File: config.mk
export PLATFORM = sky130hd
export DESIGN_NAME = w5300_bus_responder
export DESIGN_NICKNAME = d
export VERILOG_FILES = /design/src/rtl/w5300_bus_responder.sv
export SDC_FILE = /design/constraint.sdc
export NUM_CORES = 2
export LEC_CHECK = 0
export CAP_MARGIN = 25
export CORE_ASPECT_RATIO = 0.5
export CORE_UTILIZATION = 56
export CTS_CLUSTER_SIZE = 14
export DETAILED_ROUTE_END_ITERATION = 10
export PLACE_DENSITY_LB_ADDON = 0.1
export SLEW_MARGIN = 10
export SYNTH_ARGS = -nofsm -noshare
export SYNTH_HDL_FRONTEND = slang
export SYNTH_SLANG_ARGS = --single-unit
File: constraint.sdc
create_clock -name clk -period 5.9 [get_ports clk]
set_clock_uncertainty 0.15 [all_clocks]
set_input_delay 1.77 -clock clk [delete_from_list [all_inputs] [get_ports clk]]
set_output_delay 1.77 -clock clk [all_outputs]
set_load 0.02 [all_outputs]
File: src/rtl/w5300_bus_responder.sv
// W5300 8-bit host-bus responder, socket 0 / UDP only: register file, RX/TX FIFOs
// and SEND timer answering the FPGA host-interface initiator.
module w5300_bus_responder #(
  parameter int RX_DEPTH   = 64,
  parameter int SEND_DELAY = 270,
  parameter int TX_SIZE    = 2048
) (
  input  logic       clk,
  input  logic       w5300_nrst_tb,
  input  logic [9:0] addr,
  input  logic [7:0] data_in,
  output logic [7:0] data_out,
  output logic       data_oe,
  input  logic       cs_n,
  input  logic       rd_n,
  input  logic       wr_n,
  output logic       int_n,
  input  logic       ld_valid,
  input  logic [7:0] ld_data,
  output logic       ld_ready,
  input  logic       ld_commit,
  output logic       tx_valid,
  output logic [7:0] tx_data,
  output logic       err
);
  // state | meaning
  // IDLE  | no send in flight
  // BUSY  | counting down to SENDOK
  localparam int AW = $clog2(RX_DEPTH);
  localparam int PW = AW + 1;
  localparam int CW = $clog2(SEND_DELAY + 2);

  typedef enum logic {IDLE, BUSY} state_t;

  state_t          state;
  logic [CW-1:0]   cnt;
  logic [1:0]      cs_s, rd_s, wr_s;
  logic            rd_q, wr_q;
  logic            rd_ev, wr_ev;
  logic [7:0]      mr0, mr1;
  logic            recv_ir, sendok_ir;
  logic [1:0]      recv_dly;
  logic [16:0]     tx_fsr, rx_rsr, pend;
  logic [7:0]      mem [RX_DEPTH];
  logic [AW:0]     wptr, rptr, level;
  logic            empty, full, push, pop, pad, pad_drop, pad_need, pad_fits;
  logic [16:0]     pend_total, commit_len, rsr_dec, rsr_next;
  logic            wr_ir, wr_cr, send_cmd, recv_cmd, tx_wr, rx_rd;
  logic            recv_set, sendok_set;
  logic [7:0]      s0_ir, rd_val;
  logic [AW-1:0]   pad_idx;

  assign rd_ev    = rd_q & ~rd_s[1] & ~cs_s[1];
  assign wr_ev    = ~wr_q & wr_s[1] & ~cs_s[1];
  assign data_oe  = ~cs_n & ~rd_n;

  assign wr_ir    = wr_ev && addr == 10'h207;
  assign wr_cr    = wr_ev && addr == 10'h203;
  assign send_cmd = wr_cr && data_in == 8'h20;
  assign recv_cmd = wr_cr && data_in == 8'h40;
  assign tx_wr    = wr_ev && (addr == 10'h22E || addr == 10'h22F);
  assign rx_rd    = rd_ev && (addr == 10'h230 || addr == 10'h231);

  assign empty    = wptr == rptr;
  assign full     = (wptr[AW] != rptr[AW]) && (wptr[AW-1:0] == rptr[AW-1:0]);
  assign ld_ready = ~full;
  assign level    = wptr - rptr;
  assign push     = ld_valid & ~full;
  assign pop      = rx_rd & ~empty;

  // A byte pushed in the commit cycle belongs to that datagram, so the pad goes after it.
  assign pend_total = pend + 17'(push);
  assign pad_need   = ld_commit & pend_total[0];
  assign pad_fits   = (level + PW'(push)) != PW'(RX_DEPTH);
  assign pad        = pad_need & pad_fits;
  assign pad_drop   = pad_need & ~pad_fits;
  assign pad_idx    = wptr[AW-1:0] + AW'(push);
  assign commit_len = pend_total + {16'b0, pend_total[0]};

  assign rsr_dec  = (rx_rd && addr[0]) ? ((rx_rsr >= 17'd2) ? rx_rsr - 17'd2 : 17'd0) : rx_rsr;
  assign rsr_next = ld_commit ? rsr_dec + commit_len : rsr_dec;

  assign sendok_set = state == BUSY && cnt == '0;
  assign recv_set   = ld_commit | recv_dly[1];
  assign s0_ir      = {3'b000, sendok_ir, 1'b0, recv_ir, 2'b00};

  always_comb begin
    rd_val = 8'h00;
    case (addr)
      10'h003:          rd_val = {7'b0, |s0_ir};
      10'h200:          rd_val = mr0;
      10'h201:          rd_val = mr1;
      10'h207:          rd_val = s0_ir;
      10'h225:          rd_val = {7'b0, tx_fsr[16]};
      10'h226:          rd_val = tx_fsr[15:8];
      10'h227:          rd_val = tx_fsr[7:0];
      10'h229:          rd_val = {7'b0, rx_rsr[16]};
      10'h22A:          rd_val = rx_rsr[15:8];
      10'h22B:          rd_val = rx_rsr[7:0];
      10'h230, 10'h231: rd_val = empty ? 8'h00 : mem[rptr[AW-1:0]];
      default:          rd_val = 8'h00;
    endcase
  end

  always_ff @(posedge clk) begin
    if (push) mem[wptr[AW-1:0]] <= ld_data;
    if (pad)  mem[pad_idx] <= 8'h00;
  end

  always_ff @(posedge clk or posedge w5300_nrst_tb) begin
    if (w5300_nrst_tb) begin
      cs_s      <= 2'b11;
      rd_s      <= 2'b11;
      wr_s      <= 2'b11;
      rd_q      <= 1'b1;
      wr_q      <= 1'b1;
      data_out  <= 8'h00;
      int_n     <= 1'b1;
      tx_valid  <= 1'b0;
      tx_data   <= 8'h00;
      err       <= 1'b0;
      mr0       <= 8'h00;
      mr1       <= 8'h00;
      recv_ir   <= 1'b0;
      sendok_ir <= 1'b0;
      recv_dly  <= 2'b00;
      tx_fsr    <= 17'(TX_SIZE);
      rx_rsr    <= '0;
      pend      <= '0;
      wptr      <= '0;
      rptr      <= '0;
      state     <= IDLE;
      cnt       <= '0;
    end else begin
      cs_s     <= {cs_s[0], cs_n};
      rd_s     <= {rd_s[0], rd_n};
      wr_s     <= {wr_s[0], wr_n};
      rd_q     <= rd_s[1];
      wr_q     <= wr_s[1];
      tx_valid <= 1'b0;

      if (rd_ev) data_out <= rd_val;
      if (wr_ev && addr == 10'h200) mr0 <= data_in;
      if (wr_ev && addr == 10'h201) mr1 <= data_in;

      if (tx_wr) begin
        if (tx_fsr == '0) begin
          err <= 1'b1;
        end else begin
          tx_valid <= 1'b1;
          tx_data  <= data_in;
          if (addr[0]) tx_fsr <= (tx_fsr >= 17'd2) ? tx_fsr - 17'd2 : 17'd0;
        end
      end

      if ((rx_rd && empty) || pad_drop) err <= 1'b1;
      if (pop) rptr <= rptr + 1'b1;
      wptr   <= wptr + PW'(push) + PW'(pad);
      pend   <= ld_commit ? 17'd0 : pend_total;
      rx_rsr <= rsr_next;

      recv_dly  <= {recv_dly[0], recv_cmd && rx_rsr != '0};
      // Hardware set beats a same-cycle W1C.
      recv_ir   <= (recv_ir & ~(wr_ir & data_in[2])) | recv_set;
      sendok_ir <= (sendok_ir & ~(wr_ir & data_in[4])) | sendok_set;
      int_n     <= ~(|s0_ir);

      case (state)
        IDLE: if (send_cmd) begin
          cnt   <= CW'(SEND_DELAY);
          state <= BUSY;
        end
        BUSY: if (cnt == '0) begin
          tx_fsr <= 17'(TX_SIZE);
          state  <= IDLE;
        end else begin
          cnt <= cnt - 1'b1;
        end
        default: state <= IDLE;
      endcase
    end
  end
endmodule

# ---- After elaboration in Yosys (flattened, before gate mapping)
# Memory sizes are Yosys's and may differ from the RTL's.
# Cells that the tools add are included.
dict set report totals {
  regBits 122
  mem_bits_rw 512
  input_bits 33
  output_inout_bits 21
  word_cells 143
  mem_count 1
}
# memory words width rd rd_clocked_by_memory_dff wr line
set mem_list {}
lappend mem_list {mem 64 8 1 0 2 44} ;# logic [7:0] mem [RX_DEPTH];
dict set report op_classes {
  add_sub_neg 12
  magnitude_cmp 2
  eq_ne 23
  n_mux 27
  bitwise_logic 30
  n_reduce_logical 26
}
# cell n
set ops {}
lappend ops {{$mux W17} 10}
lappend ops {{$eq A10 B10 Y1 const B} 14}
lappend ops {{$pmux W8 S11} 1}
lappend ops {{$add A17 B1 Y17} 2}
lappend ops {{$ge A17 B2 Y1 const B} 2}
lappend ops {{$sub A17 B2 Y17 const B} 2}
lappend ops {{$add A7 B1 Y7} 3}
lappend ops {{$mux W9} 2}
lappend ops {{$pmux W9 S2} 1}
lappend ops {{$add A17 B17 Y17} 1}
lappend ops {{$logic_not A17 Y1} 1}
lappend ops {{$reduce_bool A17 Y1} 1}
lappend ops {{$and A1 B1 Y1} 14}
lappend ops {{$logic_and A1 B1 Y1} 13}
lappend ops {{$not A1 Y1} 13}
lappend ops {{$mux W1} 11}
lappend ops {{$eq A10 B2 Y1 const B} 1}
lappend ops {{$logic_not A9 Y1} 1}
lappend ops {{$sub A9 B1 Y9 const B} 1}
lappend ops {{$eq A8 B6 Y1 const B} 1}
lappend ops {{$eq A8 B7 Y1 const B} 1}
lappend ops {{$mux W8} 1}
lappend ops {{$add A7 B1 Y7 const B} 1}
lappend ops {{$eq A7 B7 Y1} 1}
lappend ops {{other kinds (12)} 21}

# ---- Depth between registers and ports, before layout
dict set report logic_depth {
  depth_word 11
  ltp_mapped 24
  depth_no_buf 20
}

# ---- Worst setup path after synthesis
# OpenSTA, ideal clock, no wires.
dict set report synth_timing {
  path_kind {reg2reg}
  start {register rptr[1]}
  end {register wptr[4]}
  setup_ns 0.132
  t_arrival_ns 5.385
  required_ns 5.618
  slack_ns 0.234
  stages_incl_launch_ff 25
  n_path_buf 4
  period_less_slack_ns 5.666
  path_cell_list {dfrtp_1 buf_2 clkbuf_1 buf_1 buf_2 inv_1 ha_1 and4_1 nand4_1 nand2_1 ha_1 inv_1 ha_1 fa_1 a211oi_1 o21bai_1 a211oi_1 nor4_4 nand2_1 nand3_1 fa_1 inv_1 ha_1 nand3_1 xnor2_1}
}
dict set report synth_via {
  elab_chain_cells 8
  elab_cells_between_ends 12
  cone_classes {5 x add/sub; 2 x eq/ne; 4 x bitwise; 1 x reduce/logical}
}
# element line
set synth_lines {}
lappend synth_lines {{start: declaration} 45} ;# logic [AW:0] wptr, rptr, level;
lappend synth_lines {{start signal: assignment} 157} ;# if (pop) rptr <= rptr + 1'b1;
lappend synth_lines {{$eq A6 B6 Y1 (*)} 65} ;# assign full = (wptr[AW] != rptr[AW]) && (wptr[AW-1:0] == rptr[AW-1:0]);
lappend synth_lines {{$logic_and A1 B1 Y1 (*)} 65}
lappend synth_lines {{$not A1 Y1 (*)} -}
lappend synth_lines {{net ld_ready} 20} ;# output logic ld_ready,
lappend synth_lines {{$and A1 B1 Y1 (*)} 68} ;# assign push = ld_valid & ~full;
lappend synth_lines {{$add A17 B1 Y17 / $add A7 B1 Y7 (equally long branches)} {72, 74}}
lappend synth_lines {{$and A1 B1 Y1 / $ne A7 B7 Y1 (equally long branches)} {73, 74}}
lappend synth_lines {{$and A1 B1 Y1} 75} ;# assign pad = pad_need & pad_fits;
lappend synth_lines {{$add A7 B1 Y7 (*)} 158} ;# wptr <= wptr + PW'(push) + PW'(pad);
lappend synth_lines {{end signal: assignment} 158}
lappend synth_lines {{end: declaration} 45}
# Mark *: on every way through the listed nets, which the timed path passes. The rest lies on a longest branch.
# A chain may end at the register's enable or synchronous reset.

# ---- Worst setup path after layout
dict set report layout_timing {
  start {input addr[1]}
  end {register rx_rsr[16]}
}
dict set report layout_via {
  elab_chain_cells 7
  elab_cells_between_ends 8
  cone_classes {1 x add/sub; 2 x eq/ne; 2 x mux; 3 x reduce/logical}
}
# element line
set layout_lines {}
lappend layout_lines {{start: declaration} 10} ;# input logic [9:0] addr,
lappend layout_lines {{$eq A10 B10 Y1} 62} ;# assign rx_rd = rd_ev && (addr == 10'h230 || addr == 10'h231);
lappend layout_lines {{$logic_or A1 B1 Y1 (*)} 62}
lappend layout_lines {{$logic_and A1 B1 Y1 (*)} 62}
lappend layout_lines {{$logic_and A1 B1 Y1 (*)} 80} ;# assign rsr_dec = (rx_rd && addr[0]) ? ((rx_rsr >= 17'd2) ? rx_rsr - 17'd2 : 17'd0) : rx_rsr;
lappend layout_lines {{$mux W17 (*)} 80}
lappend layout_lines {{$add A17 B17 Y17} 81} ;# assign rsr_next = ld_commit ? rsr_dec + commit_len : rsr_dec;
lappend layout_lines {{$mux W17 (*)} 81}
lappend layout_lines {{net rsr_next[16]} 47} ;# logic [16:0] pend_total, commit_len, rsr_dec, rsr_next;
lappend layout_lines {{end signal: assignment} 160} ;# rx_rsr <= rsr_next;
lappend layout_lines {{end: declaration} 43} ;# logic [16:0] tx_fsr, rx_rsr, pend;
# Marked as above.

==> results_dict.tcl <==
set metrics [dict create \
    status "finished clean" \
    nets 3009 \
    avgSynthCellArea_um2 10.5 \
    hold_depth 0 \
    synthFlopType "dfxtp_1" \
    dp_hpwl_mm 56.2 \
    setup_viol 0 \
    switching_power_mw 5.21 \
    end_kind "flop" \
    antenna_found_initial 1 \
    synth_cell_types 75 \
    grt_pass1_wl_mm 138 \
    die_h_um 169 \
    routed_via_density 6.41 \
    dieArea_um2 56600 \
    ys_seq_elements 634 \
    grt_max_degree 106 \
    utilization_pct 63.2 \
    fmax_mhz 191 \
    async_reset_ff_share_pct 19.2 \
    grt_pass1_vias 23243 \
    synth_top_cell_by_area "dfxtp_1" \
    internal_power_mw 9.83 \
    final_cells 3722 \
    drcViolationCount 0 \
    crit_arrival_ns 5.58 \
    peakVddDrop_v 0.000280 \
    p_seq_share_pct 44.3 \
    syn2layout_area_growth_pct 10.2 \
    cts_sinks 634 \
    worstSkewPairLatency_ns 0.63 \
    portBuffers 53 \
    ctsRootBufferMaster "clkbuf_16" \
    required_ns 6.24 \
    worst_hold_path.endpoint "rd_s[1]" \
    ant_nets 0 \
    worst_pin_slew_ns 1.28 \
    drt_iter0_markers 2269 \
    slew-limit-headroom_pct 13.7 \
    worst_slack_ns 0.662 \
    gp_congestion 0.906 \
    synth-edff-count 0 \
    drv_slew 0 \
    yosys_warnings 0 \
    fin_crit_sh_pct 88.8 \
    reg2regPathDepth 20 \
    die_w_um 336 \
    reg2reg_slack_ns 0.98 \
    start_kind "input port" \
    drive_gt1_share_pct 13.8 \
    antenna_cells 0 \
    rsz0062_at_grt "no" \
    totalWireLength_mm 88.9 \
    drt_pass1_iterations 7 \
    startpoint "addr[1]" \
    hold_viol 0 \
    hp-class "reg -> reg" \
    worstReg2RegEnd "wptr[6]" \
    syn_area_um2 31200 \
    switching_share_pct 34.7 \
    synthCells 2970 \
    leakage_nw 14.9 \
    dp_cells 3620 \
    cts_setup_buffers 0 \
    clk_pin_slew_worst_paths_ns 0.07 \
    pre_cts_slack_ns 0.0860 \
    wl_per_cell_um 23.9 \
    cts_tree "built" \
    via_count 23875 \
    clkPwrFrac_pct 24.2 \
    rows 60 \
    overflow 0 \
    power_frac_comb_pct 31.5 \
    period_needed_ns 5.24 \
    path_max_fanout 5 \
    cts_repair_resize_count 0 \
    initial_utilization_pct 57.3 \
    power_density_nw_per_um2 438 \
    cts_hold_buf 0 \
    synth_nets 3042 \
    critical_path_class "in -> reg" \
    cts_made_buffers 56 \
    grt.total_usage_pct 31.2 \
    synth_top_cell_area_share_pct 32.9 \
    synth.area.top_cells "dfxtp_1 33%, mux2i_1 18%, dfrtp_1 9.0%" \
    holdCritStartpoint "rd_s[0]" \
    maxCapViolations 0 \
    cts_buffer_depth 3 \
    reg2reg_from "rptr[4]" \
    io_pins 54 \
    seq_area_frac_synth_pct 42.7 \
    tns_ns 0 \
    htreeDepth 2 \
    coreArea_um2 54400 \
]
-- kinds of logic after synthesis --
kind of cell | after synthesis | synth area share (%)
fa+ha+maj | 39 | 1.64
mux | 732 | 28.6
flops | 634 | 42.7
compound gates | 731 | 13.1
simple gates | 485 | 7.88
buf+inv | 279 | 4.02
xor+xnor | 70 | 1.99
-- layer usage --
metal,global-route usage (%),vias up,wire [um]
li1,-,10894,-
met3,5.02,136,6290
met4,8.08,0,1990
met2,49.8,862,40800
met5,0,-,0
met1,44.1,11983,39800
-- how the worst max path moves through the flow --
stage,end,cells after the start
6_report,rx_rsr[16],14
5_1_grt,rx_rsr[13],15
4_1_cts,rx_rsr[13],13
3_5_place_dp,wptr[6],17
3_3_place_gp,rx_rsr[13],14
2_1_floorplan,wptr[4],24
-- registers in the layout, summed over array words and instances, names as in the netlist, 2 cells and up --
| signal | flops |
|---|---|
| wr_s | 2 |
| tx_data | 8 |
| rx_rsr | 17 |
| cnt | 9 |
| data_out | 8 |
| rptr | 7 |
| rd_s | 2 |
| wptr | 7 |
| mr0 | 8 |
| tx_fsr | 17 |
| recv_dly | 2 |
| pend | 17 |
| mem | 512 |
| mr1 | 8 |
| cs_s | 2 |
-- area by class of cell --
cell class	instances	area [um^2]
Clock buffer	89	1710
Inverter	33	126
Timing Repair Buffer	155	1460
Tap cell	744	931
Sequential cell	634	13300
Multi-Input combinational cell	2057	16700
Fill cell	4475	20000
Clock inverter	10	73.8
-- power by group through the flow --
stage | clock [mW] | sequential [mW] | combinational, mW
6_report | 3.64 | 6.67 | 4.73
5_1_grt | 3.86 | 6.85 | 5.15
4_1_cts | 3.69 | 6.65 | 4.67
3_5_place_dp | 0 | 6.73 | 4.65
3_3_place_gp | 0 | 6.66 | 4.53
2_1_floorplan | 0 | 6.46 | 3.55
-- placed cells by master, fill, tap and decap left out, drive strengths merged, types with 35 or more instances in the layout --
cell type | synthesis | final
nand3 | 37 | 37
a21oi | 555 | 555
mux2i | 570 | 570
nor2 | 93 | 93
clkbuf | 176 | 91
clkdlybuf4s50 | 0 | 45
dfxtp | 512 | 512
ha | 36 | 36
buf | 70 | 108
xnor2 | 44 | 44
a22oi | 35 | 35
dfrtp | 112 | 112
mux2 | 39 | 39
mux4 | 123 | 123
nand2 | 151 | 151
-- through the flow --
step           power [mW]  hold slack, ns  area [um^2]
6_report             15.0           0.208        34300
5_1_grt              15.8           0.205        34300
4_1_cts              15.0           0.205        34300
3_5_place_dp         11.4           0.200        32500
3_3_place_gp         11.2           0.192        32500
2_1_floorplan        10.0           0.181        31200
-- synthesized netlist by cell type (4+ instances only) --
cell type / n
mux2i_1: 570
a21oi_1: 555
dfxtp_1: 512
clkbuf_1: 176
nand2_1: 151
mux4_2: 123
dfrtp_1: 112
nor2_1: 93
xnor2_1: 44
mux2_2: 39
nand3_1: 37
ha_1: 36
a22oi_1: 35
inv_1: 32
nor3_1: 30
o21ai_0: 29
nor4_1: 28
buf_1: 27
and2_1: 26
xor2_1: 25
buf_6: 24
o31ai_1: 19
buf_2: 18
nand4_1: 18
or3_1: 17
nor2b_1: 13
o211ai_1: 13
or4_1: 12
a21o_1: 11
nand2b_1: 11
dfstp_2: 10
or2_2: 10
a211oi_1: 8
a221oi_1: 8
and3_1: 7
nor3b_1: 7
o22ai_1: 6
a21boi_0: 5
o21bai_1: 5
a211oi_2: 4
a22o_1: 4
nand3b_1: 4
-- worst max-delay path, stage by stage --
cell and delay [ns]:
clkdlybuf4s50_1 0.42, or3_1 0.49, nor4_2 0.44, nand2_1 0.15, or4_1 0.43, xor2_1 0.22
nor2_1 0.09, ha_1 0.36, o21ai_0 0.29, a21oi_1 0.14, a21oi_1 0.28, o21ai_0 0.16
xnor2_1 0.15, a32o_1 0.20
Note: power is estimated with default switching activity, not from simulation.
